==> config.mk <==
export PLATFORM = sky130hd
export DESIGN_NAME = operand_skewer
export DESIGN_NICKNAME = d
export VERILOG_FILES = /design/src/rtl/matmul_pkg.sv /design/src/rtl/operand_skewer.sv
export SDC_FILE = /design/constraint.sdc
export NUM_CORES = 1
export LEC_CHECK = 0
export ABC_AREA = 1
export CAP_MARGIN = 20
export CORE_MARGIN = 5
export CORE_UTILIZATION = 54
export CTS_BUF_LIST = sky130_fd_sc_hd__clkbuf_4 sky130_fd_sc_hd__clkbuf_8
export DETAILED_ROUTE_END_ITERATION = 10
export PLACE_DENSITY = 0.92
export SLEW_MARGIN = 25
export SYNTH_ARGS = -nofsm -noshare
export SYNTH_HDL_FRONTEND = slang
export SYNTH_SLANG_ARGS = --single-unit
==> constraint.sdc <==
create_clock -name clk_i -period 4.2 [get_ports clk_i]
set_clock_uncertainty 0.05 [all_clocks]
set_input_delay 0.84 -clock clk_i [delete_from_list [all_inputs] [get_ports clk_i]]
set_output_delay 0.84 -clock clk_i [all_outputs]
set_load 0.005 [all_outputs]
==> src/rtl/matmul_pkg.sv <==
// Shared definitions for the matrix multiplier front end: the skewer FSM
// states and the helpers that size the skewer from the bus geometry.
package matmul_pkg;

  typedef enum logic [1:0] {
    IDLE  = 2'd0,
    ISSUE = 2'd1,
    DRAIN = 2'd2
  } skew_state_t;

  // Number of matrix elements carried by one row/column word, which is also
  // the matrix dimension and the number of pusher lanes.
  function automatic int dim_f(input int bus, input int data);
    return bus / data;
  endfunction

  // The counter spans both the issue phase (DIM cycles) and the drain phase
  // (DIM cycles), so it must be able to hold 2*DIM-1 without wrapping.
  function automatic int cnt_width_f(input int dim);
    return (dim < 1) ? 1 : $clog2(2 * dim);
  endfunction

endpackage

==> src/rtl/operand_skewer.sv <==
// Operand skewer: latches a DIM x DIM operand matrix on start and feeds
// word k to pusher lane k for a single cycle, k cycles after lane 0, so the
// elements enter the systolic array on a diagonal. After the issue phase it
// waits DIM more cycles for the byte-serialising pushers to drain, then
// pulses done_o.
module operand_skewer
  import matmul_pkg::*;
#(
  parameter int BUS_WIDTH  = 32,
  parameter int DATA_WIDTH = 8
) (
  input  logic                                   clk_i,
  input  logic                                   rst_ni,
  input  logic                                   start_i,
  input  logic [dim_f(BUS_WIDTH,DATA_WIDTH)*BUS_WIDTH-1:0] mat_i,
  output logic [dim_f(BUS_WIDTH,DATA_WIDTH)*BUS_WIDTH-1:0] lane_o,
  output logic                                   ready_o,
  output logic                                   busy_o,
  output logic                                   done_o
);

  localparam int DIM = dim_f(BUS_WIDTH, DATA_WIDTH);
  localparam int CW  = cnt_width_f(DIM);
  localparam int MW  = DIM * BUS_WIDTH;

  localparam logic [CW-1:0] LAST_ISSUE = CW'(DIM - 1);
  localparam logic [CW-1:0] LAST_DRAIN = CW'(2 * DIM - 1);

  // A word that does not split into whole elements cannot feed the pushers.
  if (BUS_WIDTH % DATA_WIDTH != 0) begin : g_width_check
    $error("operand_skewer: BUS_WIDTH must be a multiple of DATA_WIDTH");
  end

  skew_state_t   state_q, state_d;
  logic [CW-1:0] cnt_q, cnt_d;
  logic [MW-1:0] latch_q, latch_d;
  logic [MW-1:0] lane_q, lane_d;

  // State, counter, operand latch and lane registers; reset abandons any
  // sequence in flight and clears the lanes at once.
  always_ff @(posedge clk_i or negedge rst_ni) begin
    if (!rst_ni) begin
      state_q <= IDLE;
      cnt_q   <= '0;
      latch_q <= '0;
      lane_q  <= '0;
    end else begin
      state_q <= state_d;
      cnt_q   <= cnt_d;
      latch_q <= latch_d;
      lane_q  <= lane_d;
    end
  end

  // Next-state logic: start is honoured only from IDLE, which is also what
  // makes a start during busy leave the latch untouched. The counter is
  // cleared on every IDLE entry and simply counts through ISSUE and DRAIN.
  always_comb begin
    state_d = state_q;
    cnt_d   = cnt_q;
    latch_d = latch_q;
    unique case (state_q)
      IDLE: begin
        if (start_i) begin
          state_d = ISSUE;
          cnt_d   = '0;
          latch_d = mat_i;
        end
      end
      ISSUE: begin
        cnt_d = cnt_q + 1'b1;
        if (cnt_q == LAST_ISSUE) begin
          state_d = DRAIN;
        end
      end
      DRAIN: begin
        if (cnt_q == LAST_DRAIN) begin
          state_d = IDLE;
          cnt_d   = '0;
        end else begin
          cnt_d = cnt_q + 1'b1;
        end
      end
      default: begin
        state_d = IDLE;
        cnt_d   = '0;
      end
    endcase
  end

  // Lane mux: evaluated on the upcoming state so that the registered lane
  // word appears the cycle right after the start edge. Only the lane whose
  // index matches the counter carries data; every other lane is forced to
  // zero, so no lane is ever held nonzero long enough to re-trigger a pusher.
  for (genvar k = 0; k < DIM; k++) begin : g_lane
    assign lane_d[k*BUS_WIDTH +: BUS_WIDTH] =
      ((state_d == ISSUE) && (cnt_d == CW'(k))) ? latch_d[k*BUS_WIDTH +: BUS_WIDTH]
                                                : '0;
  end

  // Status flags come straight from the registered state and counter.
  always_comb begin
    busy_o  = (state_q != IDLE);
    ready_o = (state_q == IDLE);
    done_o  = (state_q == DRAIN) && (cnt_q == LAST_DRAIN);
    lane_o  = lane_q;
  end

endmodule

== Word-level counts from Yosys, hierarchy flattened ==
Index checks and enable logic that the tools add are counted.

* Add/sub/neg operators: 1
* Equality and inequality tests: 8
* Mux-type cells: 13
* Reductions and logical operators: 8

{| class="wikitable"
|+ Operator list
! operator !! number
|-
| two-way mux 128 bit || 2
|-
| two-way mux 32 bit || 4
|-
| == test 3 x 2 -> 1 bit, second input constant || 3
|-
| one-hot mux 3 bit (3 select lines) || 1
|-
| two-way mux 2 bit || 3
|-
| two-way mux 3 bit || 2
|-
| one-hot mux 2 bit (3 select lines) || 1
|-
| logical AND 1 bit || 5
|-
| == test 2 x 1 -> 1 bit, second input constant || 2
|-
| adder 3 x 1 -> 3 bit, second input constant || 1
|-
| == test 3 x 1 -> 1 bit, second input constant || 1
|-
| == test 3 bit, second input constant || 1
|-
| logical NOT 3 bit || 1
|-
| == test 2 bit, second input constant || 1
|-
| logical NOT 2 bit || 1
|-
| nonzero test 2 bit || 1
|}

* Bits in registers: 261
* Input bits: 131
* Output and inout port bits: 131
* Logic and storage cells: 34

== Depth between registers and ports, before layout ==
* Word-level depth: 6
* Depth in mapped cells: 10
* Gate-level depth less buffers: 9

== Worst setup path before layout ==
OpenSTA, ideal clock, no wires.

* Path type: register to output
* Start: register cnt_q[0]
* End: output port done_o
* Arrival: 938 ps
* Data required time: 3,310 ps
* Slack: 2,372 ps
* Cell stages (with the launch flop): 5
* Cells stage by stage: dfrtp_1 ha_1 ha_1 inv_1 nor3_1

* Cells in the longest elaborated chain, start to end: 2

{| class="wikitable"
|+ Ends and longest elaborated chain
! what !! line !! source
|-
| start: declaration || operand_skewer.sv:35 || <nowiki>logic [CW-1:0] cnt_q, cnt_d;</nowiki>
|-
| start signal: assignment || operand_skewer.sv:49 || <nowiki>cnt_q <= cnt_d;</nowiki>
|-
| == test 3 bit || operand_skewer.sv:105 || <nowiki>done_o = (state_q == DRAIN) && (cnt_q == LAST_DRAIN);</nowiki>
|-
| logical AND 1 bit || operand_skewer.sv:105 ||
|-
| end: declaration || operand_skewer.sv:19 || <nowiki>output logic done_o</nowiki>
|}

Every way passes these cells.

== Worst setup path after layout ==
Same ends and word-level chain as after synthesis.

==> results.txt <==
----------------------------------------------------
[Min path]
  Path category of the worst min-delay check ... in2async

[Floorplan]
  Starting density of the core ... 54.3%
  Die Area ... 20700 um^2
  Die H ... 144 um
  Horiz. Die Dim ... 144 um
  Core Rows ... 49
  Core area ... between 15000 and 20000 um^2
  I/O pin count ... 262

[Drt]
  Iteration-0 DRC Markers ... 335
  Per-cell via count in the routed design ... 4.68
  DR pass1 iterations ... 5
  Drt total wl ... 22600 um
  # DRC ... 0
  Wire length per cell ... 14.9 um
  Via count ... 7117
  Number of routed nets with antenna violations ... 0

[Setup path]
  Critical path fanouts, max ... 5
  Critical path capture point type ... output pin
  Type of origin of the critical path ... flip-flop
  Data required time of the worst path ... between 3000 and 4000 ps
  Worst Path Class, Setup ... reg2out
  Data arrival, critical path ... 2120 ps

[Synthesis]
  Synthesized area ... between 9000 and 10000 um^2
  Avg Synthesized Cell Area ... 9.78 um^2
  Share of the yosys chip area belonging to registers ... 67.4%
  Cells after Synth ... 991
  Yosys cell types ... 19
  Total of flip-flops plus latches after synthesis ... 261
  Yosys warns ... 0
  Synthesized net count ... 1125

[CTS]
  CTS Root Buffer Type ... sky130_fd_sc_hd__clkbuf_8
  Count of hold buffers inserted by post-cts repair ... 0
  CTS tree ... yes
  Post-cts repair resize count ... 0
  Total setup buffers inserted after CTS ... 0
  Deepest level of the CTS H-tree ... 2
  CTS sink cnt ... around 260
  Clock buffers created by TritonCTS ... 41
  Worst skew pair latency ... between 500 and 600 ps
  Max Buffers Root-to-Sink ... 3
  Clock input transition at the sequential cells of the worst setup and hold paths ... 60 ps

[Power]
  Pwr/cell area ... about 690 nW/um^2
  Worst IR drop on VDD ... around 0.00051 V
  Leak pwr ... 0.00704 uW

[GRT]
  Total overflow reported by the global router ... 0
  Wire length of the first global-routing pass ... roughly 36000 um
  Antenna violations before repair ... 0
  Largest net degree at the start of global routing ... 115
  Vias in the first global route ... 7584
  GRT Resource Usage Total ... 22.1%

[Placed design]
  Placed wire-length estimate after detailed placement ... between 15000 and 20000 um
  GP Congestion ... around 0.8
  Number of buffers added on ports ... 261

[Job]
  Number of maximum-capacitance violations ... 0

[STA]
  Fin crit period ... 3010 ps
  Unrepaired setup endpoints after global routing ... false
  Setup TNS ... 0 ps
  Ratio of final minimum period to clock period ... 71.7%
  Setup-violating endpoint count in the final report ... 0
  Slew at the pin with the worst max-slew slack ... between 800 and 900 ps
  Max-slew violation count ... 0
  Maximum frequency from static timing analysis ... roughly 0.33 GHz
  Slew HR ... 44.0%
  Hold Fails Final Rpt ... 0

[Final layout]
  Final #Nets ... 1393
  Antenna Diode Count ... 0
  Area added between synthesis and finish ... 36.9%
  Core occupancy in the finished layout ... 74.4%
  Fraction of final layout cells sized beyond drive strength 1 ... 7.51%

[Status]
  Outcome ... finished, final reports clean

----------------------------------------------------
-- report_power, final --
group / total (uW) / internal [uW] / switching (uW)
Clock: 2160 / 1240 / 924
Sequential: 3750 / 3460 / 286
Combinational: 3260 / 1310 / 1950
-- layout make-up --
class / instances / area (um^2)
Inverter: 267 / 1000
Sequential cell: 261 / 6530
Timing Repair Buffer: 265 / 2670
Clock buffer: 67 / 822
Tap cell: 229 / 287
Clock inverter: 8 / 42.5
Multi-Input combinational cell: 423 / 1910
Fill cell: 1181 / 4580
-- path summary, 6_finish.rpt --
path                             start          end  slack, ps  depth (start not counted)
min in group clk_i         latch_q[82]  latch_q[82]        540                          4
setup reg to reg            state_q[0]   lane_o[53]       1740                          5
hold / removal                  rst_ni   lane_o[40]        340                          1
max in group asynchronous       rst_ni   latch_q[6]       2790                          2
hold reg to reg            latch_q[82]  latch_q[82]        540                          4
setup / recovery              cnt_q[0]       done_o       1190                          5
-- cell families after synthesis --
family                   count (synthesis)  synth area share [%]
AO/OA/AOI/OAI                          129                  6.66
AND/OR/NAND/NOR                        291                  12.5
flip-flops                             261                  67.4
adder cells (fa/ha/maj)                  3                 0.387
buffers and inverters                  307                  13.0
-- metrics by stage --
stage | cell area (um^2) | power, uW | std cells | hold WS (ps) | setup WS, ps
finish | 13300 | 9180 | 1520 | 342 | 1190
global route | 13300 | 9910 | 1520 | 366 | 1060
CTS | 13300 | 9300 | 1520 | 359 | 1140
detailed placement | 12400 | 7040 | 1445 | 520 | 1050
global placement | 12400 | 6810 | 1445 | 510 | 1170
floorplan | 9690 | 5760 | 991 | 494 | 2370
-- cell usage in the layout (no fill, tap or decap), types with 2 or more instances in the layout --
| cell | count |
|---|---|
| sky130_fd_sc_hd__dfrtp_1 | 261 |
| sky130_fd_sc_hd__nand2_1 | 139 |
| sky130_fd_sc_hd__inv_1 | 265 |
| sky130_fd_sc_hd__clkbuf_4 | 16 |
| sky130_fd_sc_hd__inv_2 | 2 |
| sky130_fd_sc_hd__nor2_1 | 129 |
| sky130_fd_sc_hd__nand2_2 | 2 |
| sky130_fd_sc_hd__o21ai_0 | 129 |
| sky130_fd_sc_hd__buf_4 | 2 |
| sky130_fd_sc_hd__nand3_4 | 4 |
| sky130_fd_sc_hd__clkinv_2 | 7 |
| sky130_fd_sc_hd__clkbuf_8 | 51 |
| sky130_fd_sc_hd__nor2_2 | 4 |
| sky130_fd_sc_hd__clkdlybuf4s50_1 | 260 |
| sky130_fd_sc_hd__nand3_2 | 2 |
| sky130_fd_sc_hd__buf_12 | 2 |
| sky130_fd_sc_hd__ha_1 | 3 |
| sky130_fd_sc_hd__nand3_1 | 7 |
-- critical path, stage by stage (launching register included) --
cell,delay (ps)
sky130_fd_sc_hd__dfrtp_1,410
sky130_fd_sc_hd__ha_1,200
sky130_fd_sc_hd__ha_1,200
sky130_fd_sc_hd__inv_1,70
sky130_fd_sc_hd__nor3_1,150
sky130_fd_sc_hd__clkdlybuf4s50_1,580
-- cell usage after synthesis --
cell type                  count  area share, %
sky130_fd_sc_hd__ha_1          3           0.39
sky130_fd_sc_hd__nor2_2        4           0.26
sky130_fd_sc_hd__nor3_1        1          0.052
sky130_fd_sc_hd__buf_4         1          0.078
sky130_fd_sc_hd__inv_2         2          0.078
sky130_fd_sc_hd__nand2_1     139            5.4
sky130_fd_sc_hd__clkbuf_1     13           0.50
sky130_fd_sc_hd__nand3_1       7           0.36
sky130_fd_sc_hd__inv_1       265             10
sky130_fd_sc_hd__dfrtp_1     261             67
sky130_fd_sc_hd__buf_6        12            1.4
sky130_fd_sc_hd__nand3_2       2           0.21
sky130_fd_sc_hd__o21ai_0     129            6.7
sky130_fd_sc_hd__nor2_1      129            5.0
sky130_fd_sc_hd__nor2_8        1           0.21
sky130_fd_sc_hd__nor2_4        1           0.12
sky130_fd_sc_hd__buf_2        14           0.72
sky130_fd_sc_hd__nand3_4       4           0.72
sky130_fd_sc_hd__nand2_2       3           0.19
-- layer usage --
| layer | up-vias | GRT usage (%) | routed length, um |
|---|---|---|---|
| met5 | - | 0 | 0 |
| met2 | 278 | 37.7 | 11400 |
| met3 | 55 | 8.95 | 2510 |
| li1 | 3392 | - | - |
| met4 | 0 | 7.58 | 692 |
| met1 | 3392 | 25.3 | 7980 |
-- state kept, by name, indices dropped and copies added, names as in the netlist --
register / cells
cnt_q: 3
latch_q: 128
state_q: 2
lane_o: 128
Note: power is estimated with default switching activity, not from simulation.
